### src/rtl/seq_pkg.sv
// Shared types and constants for the ROM/ALU sequencer and its dwell timer.
package seq_pkg;

  localparam int ADDR_W = 8;
  localparam int DWELL_CNT_W = 26;

  // Sequencer states; explicit encodings keep waveforms stable across builds.
  typedef enum logic [2:0] {
    S_IDLE      = 3'd0,
    S_SET_ADDR  = 3'd1,
    S_WAIT_ROM  = 3'd2,
    S_LOAD_WORD = 3'd3,
    S_LOAD_RES  = 3'd4,
    S_DWELL     = 3'd5,
    S_NEXT      = 3'd6
  } state_e;

  // Load strobes for address register (a), ROM word register (b), result register (c).
  typedef struct packed {
    logic en_a;
    logic en_b;
    logic en_c;
  } strobe_t;

endpackage

### src/rtl/dwell_timer.sv
// Down-counter that times how long a result stays on the display.
// 'load' (re)starts the count; 'tc' is high during the last dwell cycle.
module dwell_timer
  import seq_pkg::*;
#(
  parameter int DWELL_CYCLES = 50_000_000
) (
  input  logic clk,
  input  logic rst,
  input  logic load,
  output logic tc
);

  localparam logic [DWELL_CNT_W-1:0] LOAD_VAL = DWELL_CNT_W'(DWELL_CYCLES);
  localparam logic [DWELL_CNT_W-1:0] ONE      = DWELL_CNT_W'(1);

  logic [DWELL_CNT_W-1:0] cnt_q;
  logic [DWELL_CNT_W-1:0] cnt_d;

  // Next count: reload on start, otherwise count down and park at zero.
  always_comb begin
    cnt_d = cnt_q;
    if (load) begin
      cnt_d = LOAD_VAL;
    end else if (cnt_q != '0) begin
      cnt_d = cnt_q - ONE;
    end
  end

  // Counter register with synchronous reset.
  always_ff @(posedge clk) begin
    if (rst) begin
      cnt_q <= '0;
    end else begin
      cnt_q <= cnt_d;
    end
  end

  // Loaded with N, the count is 1 in the N-th cycle after load.
  assign tc = (cnt_q == ONE);

endmodule

### src/rtl/rom_alu_sequencer.sv
// Walks a ROM address range, strobing the address/word/result registers
// of the ROM/ALU stage and holding each result for a dwell period.
module rom_alu_sequencer
  import seq_pkg::*;
#(
  parameter int DWELL_CYCLES = 50_000_000
) (
  input  logic              clk,
  input  logic              rst,
  input  logic [ADDR_W-1:0] start_addr,
  input  logic [ADDR_W-1:0] end_addr,
  input  logic              run,
  input  logic              step,
  output logic [ADDR_W-1:0] addr_o,
  output logic              en_a,
  output logic              en_b,
  output logic              en_c,
  output logic              busy,
  output logic              done
);

  state_e            state_q, state_d;
  logic [ADDR_W-1:0] cur_q, cur_d;
  logic [ADDR_W-1:0] start_q, start_d;
  logic [ADDR_W-1:0] end_q, end_d;
  logic              run_mode_q, run_mode_d;
  logic [ADDR_W-1:0] addr_q, addr_d;
  strobe_t           strb_q, strb_d;
  logic              done_q, done_d;
  logic              dwell_tc;

  dwell_timer #(
    .DWELL_CYCLES(DWELL_CYCLES)
  ) u_dwell (
    .clk (clk),
    .rst (rst),
    .load(state_q == S_LOAD_RES),
    .tc  (dwell_tc)
  );

  // FSM transitions, address advance and registered-output decode.
  // A single step advances cur by one without range wrap, so stepping
  // from reset walks 0,1,2,...; the captured range only governs run mode.
  always_comb begin
    state_d    = state_q;
    cur_d      = cur_q;
    start_d    = start_q;
    end_d      = end_q;
    run_mode_d = run_mode_q;

    case (state_q)
      S_IDLE: begin
        if (run) begin
          start_d    = start_addr;
          end_d      = end_addr;
          cur_d      = start_addr;
          run_mode_d = 1'b1;
          state_d    = S_SET_ADDR;
        end else if (step) begin
          run_mode_d = 1'b0;
          state_d    = S_SET_ADDR;
        end
      end
      S_SET_ADDR:  state_d = S_WAIT_ROM;
      S_WAIT_ROM:  state_d = S_LOAD_WORD;
      S_LOAD_WORD: state_d = S_LOAD_RES;
      S_LOAD_RES:  state_d = S_DWELL;
      S_DWELL: begin
        if (dwell_tc) begin
          state_d = S_NEXT;
        end
      end
      S_NEXT: begin
        if (run_mode_q) begin
          cur_d   = (cur_q == end_q) ? start_q : cur_q + 8'd1;
          state_d = run ? S_SET_ADDR : S_IDLE;
        end else begin
          cur_d   = cur_q + 8'd1;
          state_d = S_IDLE;
        end
      end
      default: state_d = S_IDLE;
    endcase

    // Outputs are decoded from the next state so they are registered yet
    // aligned with the state they belong to.
    strb_d.en_a = (state_d == S_SET_ADDR);
    strb_d.en_b = (state_d == S_LOAD_WORD);
    strb_d.en_c = (state_d == S_LOAD_RES);
    addr_d      = (state_d == S_SET_ADDR) ? cur_d : addr_q;
    done_d      = (state_d == S_NEXT) && run_mode_q && (cur_q == end_q);
  end

  // State and output registers; reset aborts any sequence at once.
  always_ff @(posedge clk) begin
    if (rst) begin
      state_q    <= S_IDLE;
      cur_q      <= '0;
      start_q    <= '0;
      end_q      <= '0;
      run_mode_q <= 1'b0;
      addr_q     <= '0;
      strb_q     <= '0;
      done_q     <= 1'b0;
    end else begin
      state_q    <= state_d;
      cur_q      <= cur_d;
      start_q    <= start_d;
      end_q      <= end_d;
      run_mode_q <= run_mode_d;
      addr_q     <= addr_d;
      strb_q     <= strb_d;
      done_q     <= done_d;
    end
  end

  assign addr_o = addr_q;
  assign en_a   = strb_q.en_a;
  assign en_b   = strb_q.en_b;
  assign en_c   = strb_q.en_c;
  assign busy   = (state_q != S_IDLE);
  assign done   = done_q;

endmodule

### config.mk
export PLATFORM = sky130hd
export DESIGN_NAME = rom_alu_sequencer
export DESIGN_NICKNAME = d
export VERILOG_FILES = /design/src/rtl/seq_pkg.sv /design/src/rtl/dwell_timer.sv /design/src/rtl/rom_alu_sequencer.sv
export SDC_FILE = /design/constraint.sdc
export NUM_CORES = 1
export LEC_CHECK = 0
export BUFFER_PORTS_ARGS = -buffer_cell sky130_fd_sc_hd__buf_2
export CAP_MARGIN = 20
export CORE_ASPECT_RATIO = 0.6
export CORE_MARGIN = 2
export CORE_UTILIZATION = 53
export DETAILED_ROUTE_END_ITERATION = 10
export PLACE_DENSITY = 0.82
export SLEW_MARGIN = 5
export SYNTH_ARGS = -nofsm -noshare
export SYNTH_HDL_FRONTEND = slang
export SYNTH_SLANG_ARGS = --single-unit
### constraint.sdc
create_clock -name clk -period 1.8 [get_ports clk]
set_input_delay 0.27 -clock clk [delete_from_list [all_inputs] [get_ports clk]]
set_output_delay 0.27 -clock clk [all_outputs]
set_load 0.1 [all_outputs]
# After elaboration in Yosys (flattened, before gate mapping)
# Index checks and enable logic that the tools add are counted.
dict set report totals {
  reg_bits 66
  in_bits 20
  output_inout_bits 13
  wordCells 50
}
dict set report op_classes {
  n_addsub 2
  eq_ne 12
  n_mux 14
  reduce_logical 10
}
# cell count
set ops {}
lappend ops {{26-bit two-way mux} 2}
lappend ops {{26-bit by 1-bit equality test with 1-bit output (second input constant)} 1}
lappend ops {{26-bit nonzero test} 1}
lappend ops {{26-bit by 1-bit subtractor with 26-bit output (second input constant)} 1}
lappend ops {{8-bit two-way mux} 3}
lappend ops {{3-bit case mux with 7 select lines} 1}
lappend ops {{8-bit case mux with 2 select lines} 1}
lappend ops {{3-bit equality test (second input constant)} 5}
lappend ops {{3-bit by 2-bit equality test with 1-bit output (second input constant)} 3}
lappend ops {{3-bit two-way mux} 3}
lappend ops {{8-bit by 1-bit adder with 8-bit output (second input constant)} 1}
lappend ops {{8-bit equality test} 1}
lappend ops {{3-bit by 1-bit equality test with 1-bit output (second input constant)} 2}
lappend ops {{1-bit two-way mux} 4}
lappend ops {{2-bit AND reduction} 2}
lappend ops {{2-bit nonzero test} 2}
lappend ops {{3-bit logical NOT} 1}
lappend ops {{3-bit nonzero test} 1}
lappend ops {{1-bit logical AND} 2}
lappend ops {{2-bit OR reduction} 1}

# Logic depth before layout (Yosys ltp)
# Gate-level depths: netlist of the first run.
dict set report logic_depth {
  word_depth 6
  ltp_mapped 7
  mapped_depth_nobuf 6
}

# Modules after synthesis
# Synthesis of the first run repeated with hierarchy kept, for this count alone.
dict set report unflattened {
  cells_unflattened 412
  hier_area_um2 3477.1
}
# mod instances cells_each area_per_inst_um2
set by_module_without_submodules {}
lappend by_module_without_submodules {rom_alu_sequencer 1 247 2060.7}
lappend by_module_without_submodules {dwell_timer 1 165 1416.4}

# Least setup slack after synthesis of the first run
# OpenSTA, ideal clock, no wires.
dict set report synth_timing {
  path_type {reg2reg}
  from {register state_q[1]}
  to {register run_mode_q}
  arrival_time_ns 1.855
  setup_slack_ns -0.126
  path_stages_with_launch 6
  synth_period_minus_slack_ns 1.926
  path_cell_list {dfxtp_1 clkbuf_1 clkbuf_1 or3_1 o21ai_0 a21oi_1}
}
dict set report synth_between {
  elab_chain_len 2
}
# item line
set synth_lines {}
lappend synth_lines {{from (decl)} rom_alu_sequencer.sv:22} ;# state_e state_q, state_d;
lappend synth_lines {{from (signal assigned)} rom_alu_sequencer.sv:106} ;# state_q <= state_d;
lappend synth_lines {{3-bit logical NOT} rom_alu_sequencer.sv:51} ;# case (state_q)
lappend synth_lines {{2-bit AND reduction (no source line)} --}
lappend synth_lines {{to (signal assigned)} rom_alu_sequencer.sv:110} ;# run_mode_q <= run_mode_d;
lappend synth_lines {{to (decl)} rom_alu_sequencer.sv:26} ;# logic run_mode_q, run_mode_d;
# Every way passes these cells.
# A chain may end at the register's enable or synchronous reset.

# Worst setup path in the final report of the first run
dict set report layout_timing {
  from {register u_dwell.cnt_q[12]}
  to {register u_dwell.cnt_q[25]}
}
dict set report layout_between {
  elab_chain_len 3
}
# item line
set layout_lines {}
lappend layout_lines {{from (decl)} dwell_timer.sv:17} ;# logic [DWELL_CNT_W-1:0] cnt_q;
lappend layout_lines {{from (signal assigned)} dwell_timer.sv:35} ;# cnt_q <= cnt_d;
lappend layout_lines {{26-bit by 1-bit subtractor with 26-bit output} dwell_timer.sv:26} ;# cnt_d = cnt_q - ONE;
lappend layout_lines {{26-bit two-way mux} dwell_timer.sv:25} ;# end else if (cnt_q != '0) begin
lappend layout_lines {{26-bit two-way mux} dwell_timer.sv:23} ;# if (load) begin
# Several ways; a longest one is shown, not always the timed one. The select of a mux whose other input is x is not followed.

==> qor.log, run 1 <==
qor: sta.fin_worst_hold_slack 154.1 ps
qor: yosys.ys.flop_type sky130_fd_sc_hd__dfxtp_1
qor: sta.post-route-period-util 1.107
qor: cells_and_area.number_of_nets_in_the_final_layout 520
qor: clock_network.clock_tree.buffer_depth 2
qor: setup_path.timing.critical_path.fanout_max 7
qor: sta.timing.fmax 0.5019 GHz
qor: yosys.synth_area_leader_cell sky130_fd_sc_hd__dfxtp_1
qor: sta.worst_slew_pin_slew 514.6 ps
qor: grt.grt_overflow_total 0
qor: floorplan.std_cell_rows 22
qor: yosys.synthesis.instances 404
qor: grt.grt_pass1_vias 3271
qor: clock_network.numCtsBuffers 9
qor: detailed_routing.dr_total_vias 3833
qor: floorplan.effective_utilization_at_floorplan 0.5421
qor: detailed_routing.via_per_inst 6.552
qor: cells_and_area.seq_area 1338 um2
qor: detailed_routing.drc 0
qor: setup_path.cp_cell_sequence or4_4 -> nor4_4 -> o211ai_1 -> buf_4 -> or3_1 -> a31oi_1
qor: clock_network.cts_tree yes
qor: clock_network.htree_levels 3
qor: run_status.status finished, violations left
qor: placement.place_ws -174.5 ps
qor: hold_path.hold_path.class input port to register
qor: cells_and_area.layout.core_utilization 0.7580
qor: cells_and_area.drive_above_1_share 0.3633
qor: setup_path.startpoint u_dwell.cnt_q[12]
qor: setup_path.timing.critical_path.max_delay_family simple AND/OR/NAND/NOR gates
qor: floorplan.die_h 64.83 um
qor: detailed_routing.total_length_of_routed_wires 11.91 mm
qor: sta.final_hold_viol_count 0
qor: sta.setup_ws -192.3 ps
qor: power_and_ir_drop.power.leakage 1.825 nW
qor: placement.routabilityCongestion 0.9787
qor: sta.worst_slew_margin_rel 0.6593
qor: cells_and_area.nFillCells 368
qor: clock_network.insertion_delay 360 ps
qor: clock_network.clkSlewWorstSetupHoldPaths 70 ps
qor: setup_path.critical_path_buf_inv_count 1
qor: yosys.synth.area.top_cells sky130_fd_sc_hd__dfxtp_1 (40%), sky130_fd_sc_hd__a21oi_1 (6.1%), sky130_fd_sc_hd__nand2_1 (5.5%)
qor: yosys.avgSynthCellArea 8.089 um2
qor: yosys.synth.net_count 428
qor: detailed_routing.drt-initial-drc-count 515
qor: yosys.synth_edf_count 0
qor: yosys.synth.lib_cells_used.distinct 48
qor: run_status.violations setup timing
qor: yosys.synth_warnings 0
qor: power_and_ir_drop.power-per-cell-area 2127 nW/um2
qor: placement.numPortBuffers 32
qor: setup_path.timing.critical_path.arrival 2260 ps
qor: detailed_routing.drtPass1Iterations 9
qor: floorplan.fp.coreArea 6028 um2
qor: power_and_ir_drop.peak_supply_drop 0.001089 V
qor: grt.number_of_antenna_violations_at_the_first_check_in_global_routing 0
qor: grt.grt_pass1_wl 16.24 mm
qor: yosys.synth_seq_area_share 0.4043
qor: clock_network.cts_root_buf sky130_fd_sc_hd__clkbuf_8
qor: setup_path.worst-endpoint-required 2070 ps
qor: clock_network.cts.sinks 66
qor: setup_path.timing_worst_setup_path_type register to register
qor: yosys.proportion_of_synthesized_flip_flops_having_asynchronous_set_or_reset 0
qor: detailed_routing.wl_per_cell 20.36 um
qor: floorplan.floorplan.io_pins 33
qor: detailed_routing.antenna_violating_nets_post_route 0
qor: sta.report.final.slew_viol_count 0
qor: cells_and_area.multi_input_area 2115 um2
qor: sta.timing.final.crit_period 1992 ps
qor: sta.finalClockSkew 10.99 ps
qor: sta.setup_violations 18
qor: cells_and_area.layout.cells.most_common_list sky130_fd_sc_hd__buf_4 (72), sky130_fd_sc_hd__dfxtp_1 (57), sky130_fd_sc_hd__nand2_1 (48), sky130_fd_sc_hd__a21oi_1 (35), sky130_fd_sc_hd__nor2_1 (33)
qor: yosys.yosys_register_bits 66
qor: flow_run.max_cap_violations 0
qor: cells_and_area.layout.cells.most_common sky130_fd_sc_hd__buf_4
qor: cells_and_area.antennaDiodeCount 0
qor: setup_path.crit_path_top_delay_cell sky130_fd_sc_hd__or4_4
qor: setup_path.crit-reg2reg-launch u_dwell.cnt_q[12]
qor: grt.global_route.usage.total 0.3066
qor: placement.detail_placement_hpwl 7.080 mm
qor: grt.grt_start_max_net_pins 22
qor: setup_path.critPathCaptureType register
qor: setup_path.worst_path_largest_cell_delay 530 ps
qor: setup_path.setup.worst_path.start_class register
qor: floorplan.die_x 105.4 um
qor: yosys.syn-cell-area 3268 um2
qor: sta.grt_setup_unrepaired yes
qor: floorplan.die_area 6831 um2
qor: cells_and_area.area.growth.synth_to_final 39.82%
qor: clock_network.cts_hold_buffers 0
qor: yosys.post-synth-top-area-fraction 0.4043
qor: hold_path.hp-start end_addr[2]
==> worst min-delay path, delay by kind of cell <==
family / cells / cell delay, ps
and+or+nand+nor: 1 / 50
AOI/OAI and AO/OA: 1 / 50
buffers and inverters: 1 / 100
==> final cells by class <==
| cell class | instances | share of cell area |
|---|---|---|
| clock buffers | 14 | 0.03560 |
| inverters | 9 | 0.007393 |
| clock inverters | 2 | 0.007667 |
| flip-flops and latches | 66 | 0.2927 |
| well taps | 84 | 0.02300 |
| multi-input cells | 301 | 0.4628 |
| repair buffers | 109 | 0.1709 |
==> layer usage <==
metal	track usage	wire length (um)
met1	0.4358	4813
met2	0.4411	4866
met3	0.09356	1705
met4	0.1017	528
met5	0	0
==> stage by stage <==
step / TNS (ps) / power (mW) / instances / area, um2
2_1_floorplan: -46.94 / 5.451 / 404 / 3304
6_report: -1248 / 9.717 / 585 / 4569
3_5_place_dp: -907.8 / 7.214 / 559 / 3974
4_1_cts: -354.1 / 8.716 / 576 / 4274
3_3_place_gp: -211.7 / 7.052 / 559 / 3974
5_1_grt: -2514 / 10.09 / 585 / 4569
==> kinds of logic (layout without fill, tap and decap cells) <==
family          Yosys count  count (layout)  synth area share
compound gates          113             113            0.2155
xor+xnor                 26              26           0.06968
fa+ha+maj                 4               4           0.01531
buf+inv                  37             134           0.04250
flops                    66              66            0.4043
mux                       1               1          0.003063
simple gates            157             157            0.2496
==> synthesized netlist by cell type, drive strengths merged (3+ instances only) <==
cell	n
a32oi	4
dfxtp	66
nand4	8
o2bb2ai	3
nor4b	3
nor4	9
nand2	48
a21oi	40
ha	4
or3	13
nor3	8
clkbuf	27
xor2	13
xnor2	13
nor2	34
or2	3
a31oi	14
o211ai	9
or4	8
a21o	3
inv	9
o31ai	6
nand2b	3
nand3	11
o311ai	3
o21ai	20
==> path summary, 6_finish.rpt <==
path | slack (ps) | depth (start not counted) | end
setup / recovery | -190 | 6 | u_dwell.cnt_q[25]
hold reg to reg | 470 | 2 | end_q[4]
hold / removal | 150 | 3 | end_q[2]
setup reg to reg | -190 | 6 | u_dwell.cnt_q[25]
==> flip-flops by register name, indices dropped and copies added (netlist names) <==
name	flops
u_dwell.cnt_q	26
addr_o	8
cur_q	8
end_q	8
start_q	8
state_q	3
done	1
en_a	1
en_b	1
en_c	1
run_mode_q	1
==> power by group <==
group	internal [mW]	switching [mW]	leakage (nW)
Combinational	2.54	3.53	1.18
Sequential	1.92	0.437	0.545
Clock	0.716	0.574	0.101
Total	5.17	4.54	1.82
==> repair_timing <==
item | CTS | global route
gates cloned | 0 | 0
resized for setup | 23 | 45
endpoints found under the setup margin | 23 | 37
setup buffers | 1 | 10
pin swaps | 9 | 21
Power figures use the tool's default switching activity.
==> run 2: changes to the inputs <==
- SETUP_SLACK_MARGIN: not set -> 0.4
==> run 2 against run 1 <==
Compared with the run above: the run still ends with setup timing left; worst hold slack got worse by 7.9 ps; clock-buffer cell count fell by 1; power rose by 7.7%; register-to-register slack worse by 140 ps; final area up 5.8%; maximum frequency down 6.5%; routed wire length increased by 16%; combinational power rose by 13%; non-clock buffer count rose by 1; via count grew 6.1%; critical path depth grew 1; critical endpoint is now u_dwell.cnt_q[21].
==> qor.log, run 2 (synthesized netlist as in run 1, its figures left out) <==
qor: run_status.status finished, violations left [unchanged]
qor: run_status.violations setup timing [unchanged]
qor: setup_path.worst_path_largest_cell_delay 360 ps [was 530 ps]
qor: setup_path.critical_path_buf_inv_count 2 [was 1]
qor: setup_path.regToRegSetupSlack -330 ps [was -190 ps]
qor: setup_path.critPathCaptureType register [unchanged]
qor: detailed_routing.antenna_violating_nets_post_route 0 [unchanged]
qor: detailed_routing.dr_total_vias 4067 [was 3833]
qor: setup_path.critical_path.most_common_cell sky130_fd_sc_hd__buf_4
qor: floorplan.fp.coreArea 6028 um2 [unchanged]
qor: setup_path.worst_r2r_path_depth 7 [was 6]
qor: sta.report.final.slew_viol_count 0 [unchanged]
qor: floorplan.effective_utilization_at_floorplan 0.5421 [unchanged]
qor: sta.grt_setup_unrepaired yes [unchanged]
qor: cells_and_area.multi_input_area 2297 um2 [was 2115 um2]
qor: setup_path.startpoint u_dwell.cnt_q[14] [was u_dwell.cnt_q[12]]
qor: flow_run.max_cap_violations 0 [unchanged]
qor: clock_network.cts_tree yes [unchanged]
qor: placement.detail_placement_hpwl 7.067 mm [was 7.080 mm]
qor: cells_and_area.antennaDiodeCount 0 [unchanged]
qor: clock_network.insertion_delay 350 ps [was 360 ps]
qor: setup_path.timing.critical_path.arrival 2340 ps [was 2260 ps]
qor: clock_network.clkSlewWorstSetupHoldPaths 70 ps [about the same]
qor: grt.grt_pass1_wl 18.15 mm [was 16.24 mm]
qor: cells_and_area.area.growth.synth_to_final 47.86% [was 39.82%]
qor: power_and_ir_drop.power-per-cell-area 2165 nW/um2 [was 2127 nW/um2]
qor: setup_path.endpoint u_dwell.cnt_q[21] [was u_dwell.cnt_q[25]]
qor: cells_and_area.drive_above_1_share 0.4223 [was 0.3633]
qor: setup_path.timing.critical_path.fanout_max 14 [was 7]
qor: sta.setup_violations 24 [was 18]
qor: detailed_routing.via_per_inst 6.940 [was 6.552]
qor: power_and_ir_drop.power.leakage 1.872 nW [was 1.825 nW]
qor: floorplan.die_h 64.83 um [unchanged]
qor: clock_network.cts.sinks 66 [unchanged]
qor: hold_path.hold_path.class input port to register [unchanged]
qor: power_and_ir_drop.report.power.total 10.46 mW [was 9.717 mW]
qor: sta.worst_slew_margin_rel 0.6719 [was 0.6593]
qor: cells_and_area.largest_register_ff_count 26 [unchanged]
qor: cells_and_area.layout.cells.most_common_list sky130_fd_sc_hd__buf_4 (66), sky130_fd_sc_hd__dfxtp_1 (48), sky130_fd_sc_hd__nand2_1 (46), sky130_fd_sc_hd__a21oi_1 (34), sky130_fd_sc_hd__nor2_1 (32) [was sky130_fd_sc_hd__buf_4 (72), sky130_fd_sc_hd__dfxtp_1 (57), sky130_fd_sc_hd__nand2_1 (48), sky130_fd_sc_hd__a21oi_1 (35), sky130_fd_sc_hd__nor2_1 (33)]
qor: floorplan.floorplan.io_pins 33 [unchanged]
qor: sta.timing.final.crit_period 2132 ps [was 1992 ps]
qor: sta.fin_setup_tns -3562 ps [was -1248 ps]
qor: setup_path.cp_cell_sequence nor4_2 -> nand4_1 -> buf_4 -> o211ai_1 -> buf_4 -> xor2_1 -> a21oi_1 [was or4_4 -> nor4_4 -> o211ai_1 -> buf_4 -> or3_1 -> a31oi_1]
qor: setup_path.worst-endpoint-required 2010 ps [was 2070 ps]
qor: sta.setup_ws -331.5 ps [was -192.3 ps]
qor: setup_path.timing.critical_path.max_delay_family simple AND/OR/NAND/NOR gates [unchanged]
qor: grt.grt_overflow_total 0 [unchanged]
qor: clock_network.clock_tree.buffer_depth 2 [unchanged]
qor: floorplan.std_cell_rows 22 [unchanged]
qor: grt.grt_start_max_net_pins 40 [was 22]
qor: detailed_routing.drc 0 [unchanged]
qor: floorplan.die_x 105.4 um [unchanged]
qor: cells_and_area.number_of_nets_in_the_final_layout 521 [was 520]
qor: placement.place_ws -138.0 ps [was -174.5 ps]
qor: sta.timing.fmax 0.4691 GHz [was 0.5019 GHz]
qor: sta.final_hold_viol_count 0 [unchanged]
qor: grt.number_of_antenna_violations_at_the_first_check_in_global_routing 0 [unchanged]
qor: clock_network.cts_hold_buffers 0 [unchanged]
qor: grt.grt_pass1_vias 3645 [was 3271]
qor: setup_path.cp_num_cells 7 [was 6]
qor: clock_network.numCtsBuffers 9 [unchanged]
qor: detailed_routing.total_length_of_routed_wires 13.83 mm [was 11.91 mm]
qor: cells_and_area.nFillCells 322 [was 368]
qor: clock_network.cts_root_buf sky130_fd_sc_hd__clkbuf_8 [unchanged]
qor: detailed_routing.drt-initial-drc-count 669 [was 515]
qor: clock_network.htree_levels 3 [unchanged]
qor: power_and_ir_drop.peak_supply_drop 0.001146 V [was 0.001089 V]
qor: setup_path.crit-reg2reg-launch u_dwell.cnt_q[14] [was u_dwell.cnt_q[12]]
qor: cells_and_area.seq_area 1351 um2 [was 1338 um2]
qor: cells_and_area.largest_register u_dwell.cnt_q [unchanged]
qor: sta.worst_slew_pin_slew 495.5 ps [was 514.6 ps]
qor: setup_path.setup.worst_path.start_class register [unchanged]
qor: setup_path.worst_r2r_endpoint u_dwell.cnt_q[21] [was u_dwell.cnt_q[25]]
qor: placement.numPortBuffers 32 [unchanged]
qor: grt.global_route.usage.total 0.3431 [was 0.3066]
qor: setup_path.crit_path_top_delay_cell sky130_fd_sc_hd__nor4_2 [was sky130_fd_sc_hd__or4_4]
qor: cells_and_area.layout.cells.most_common sky130_fd_sc_hd__buf_4 [unchanged]
qor: detailed_routing.drtPass1Iterations 6 [was 9]
qor: sta.post-route-period-util 1.184 [was 1.107]
qor: setup_path.timing_worst_setup_path_type register to register [unchanged]
qor: placement.routabilityCongestion 0.9501 [was 0.9787]
qor: detailed_routing.wl_per_cell 23.61 um [was 20.36 um]
qor: floorplan.die_area 6831 um2 [unchanged]
qor: sta.finalClockSkew 10.17 ps [was 10.99 ps]
==> run 2: cell count changes in the layout (fill, tap and decap cells not counted), sizes merged <==
cell / before / now
clkinv: 1 / 3
buf: 109 / 106
clkbuf: 14 / 17
bufinv: 1 / 0
==> run 2: worst min-delay path by stage <==
| stage | startpoint | endpoint | slack, ps | cells after the start |
|---|---|---|---|---|
| after floorplan | rst | en_b | 360 | 1 |
| after global placement | start_q[2] | start_q[2] | 440 | 2 |
| after detailed placement | start_q[5] | start_q[5] | 460 | 2 |
| after CTS | end_addr[7] | end_q[7] | 140 | 3 |
| after global routing | end_addr[3] | end_q[3] | 150 | 3 |
| final | end_addr[7] | end_q[7] | 150 | 3 |
==> run 2: layer usage <==
| metal | track usage | vias to the layer above | part of all wire |
|---|---|---|---|
| met5 | 0 | - | 0 |
| met4 | 0.1150 | 0 | 0.071 |
| met3 | 0.1076 | 119 | 0.15 |
| met2 | 0.5339 | 425 | 0.41 |
| met1 | 0.4543 | 1868 | 0.37 |
| li1 | - | 1655 | - |
==> run 2: where the power goes <==
part           leakage [nW]  internal, mW  switching, mW
sequential            0.549          1.93          0.580
clock                0.0872         0.532          0.567
combinational          1.23          2.90           3.95
total                  1.87          5.36           5.10
==> run 2: layout make-up <==
class | count | area share
multi-input cells | 301 | 0.4754
flip-flops and latches | 66 | 0.2796
repair buffers | 110 | 0.1823
clock buffers | 13 | 0.03081
well taps | 84 | 0.02175
inverters | 9 | 0.006991
clock inverters | 3 | 0.003107
==> run 2: per-stage QoR <==
| step | util | hold WS, ps | area (um2) | std cells |
|---|---|---|---|---|
| 2_1_floorplan | - | 358.0 | 3518 | 404 |
| 3_3_place_gp | 0.6764 | 444.1 | 4078 | 555 |
| 3_5_place_dp | 0.6764 | 455.6 | 4078 | 555 |
| 4_1_cts | 0.7565 | 136.7 | 4561 | 582 |
| 5_1_grt | 0.8016 | 154.9 | 4832 | 586 |
| 6_report | 0.8016 | 146.2 | 4832 | 586 |
==> run 2: worst min-delay path, cell delays in order <==
cell and delay, ps:
sky130_fd_sc_hd__buf_2 90, sky130_fd_sc_hd__nand2_1 40, sky130_fd_sc_hd__a21oi_1 50
==> run 2: timing repair <==
action | CTS | global route
setup buffers | 10 | 4
pin swaps | 23 | 15
resized for setup | 59 | 45
gates cloned | 1 | 0
setup endpoints to repair | 62 | 67
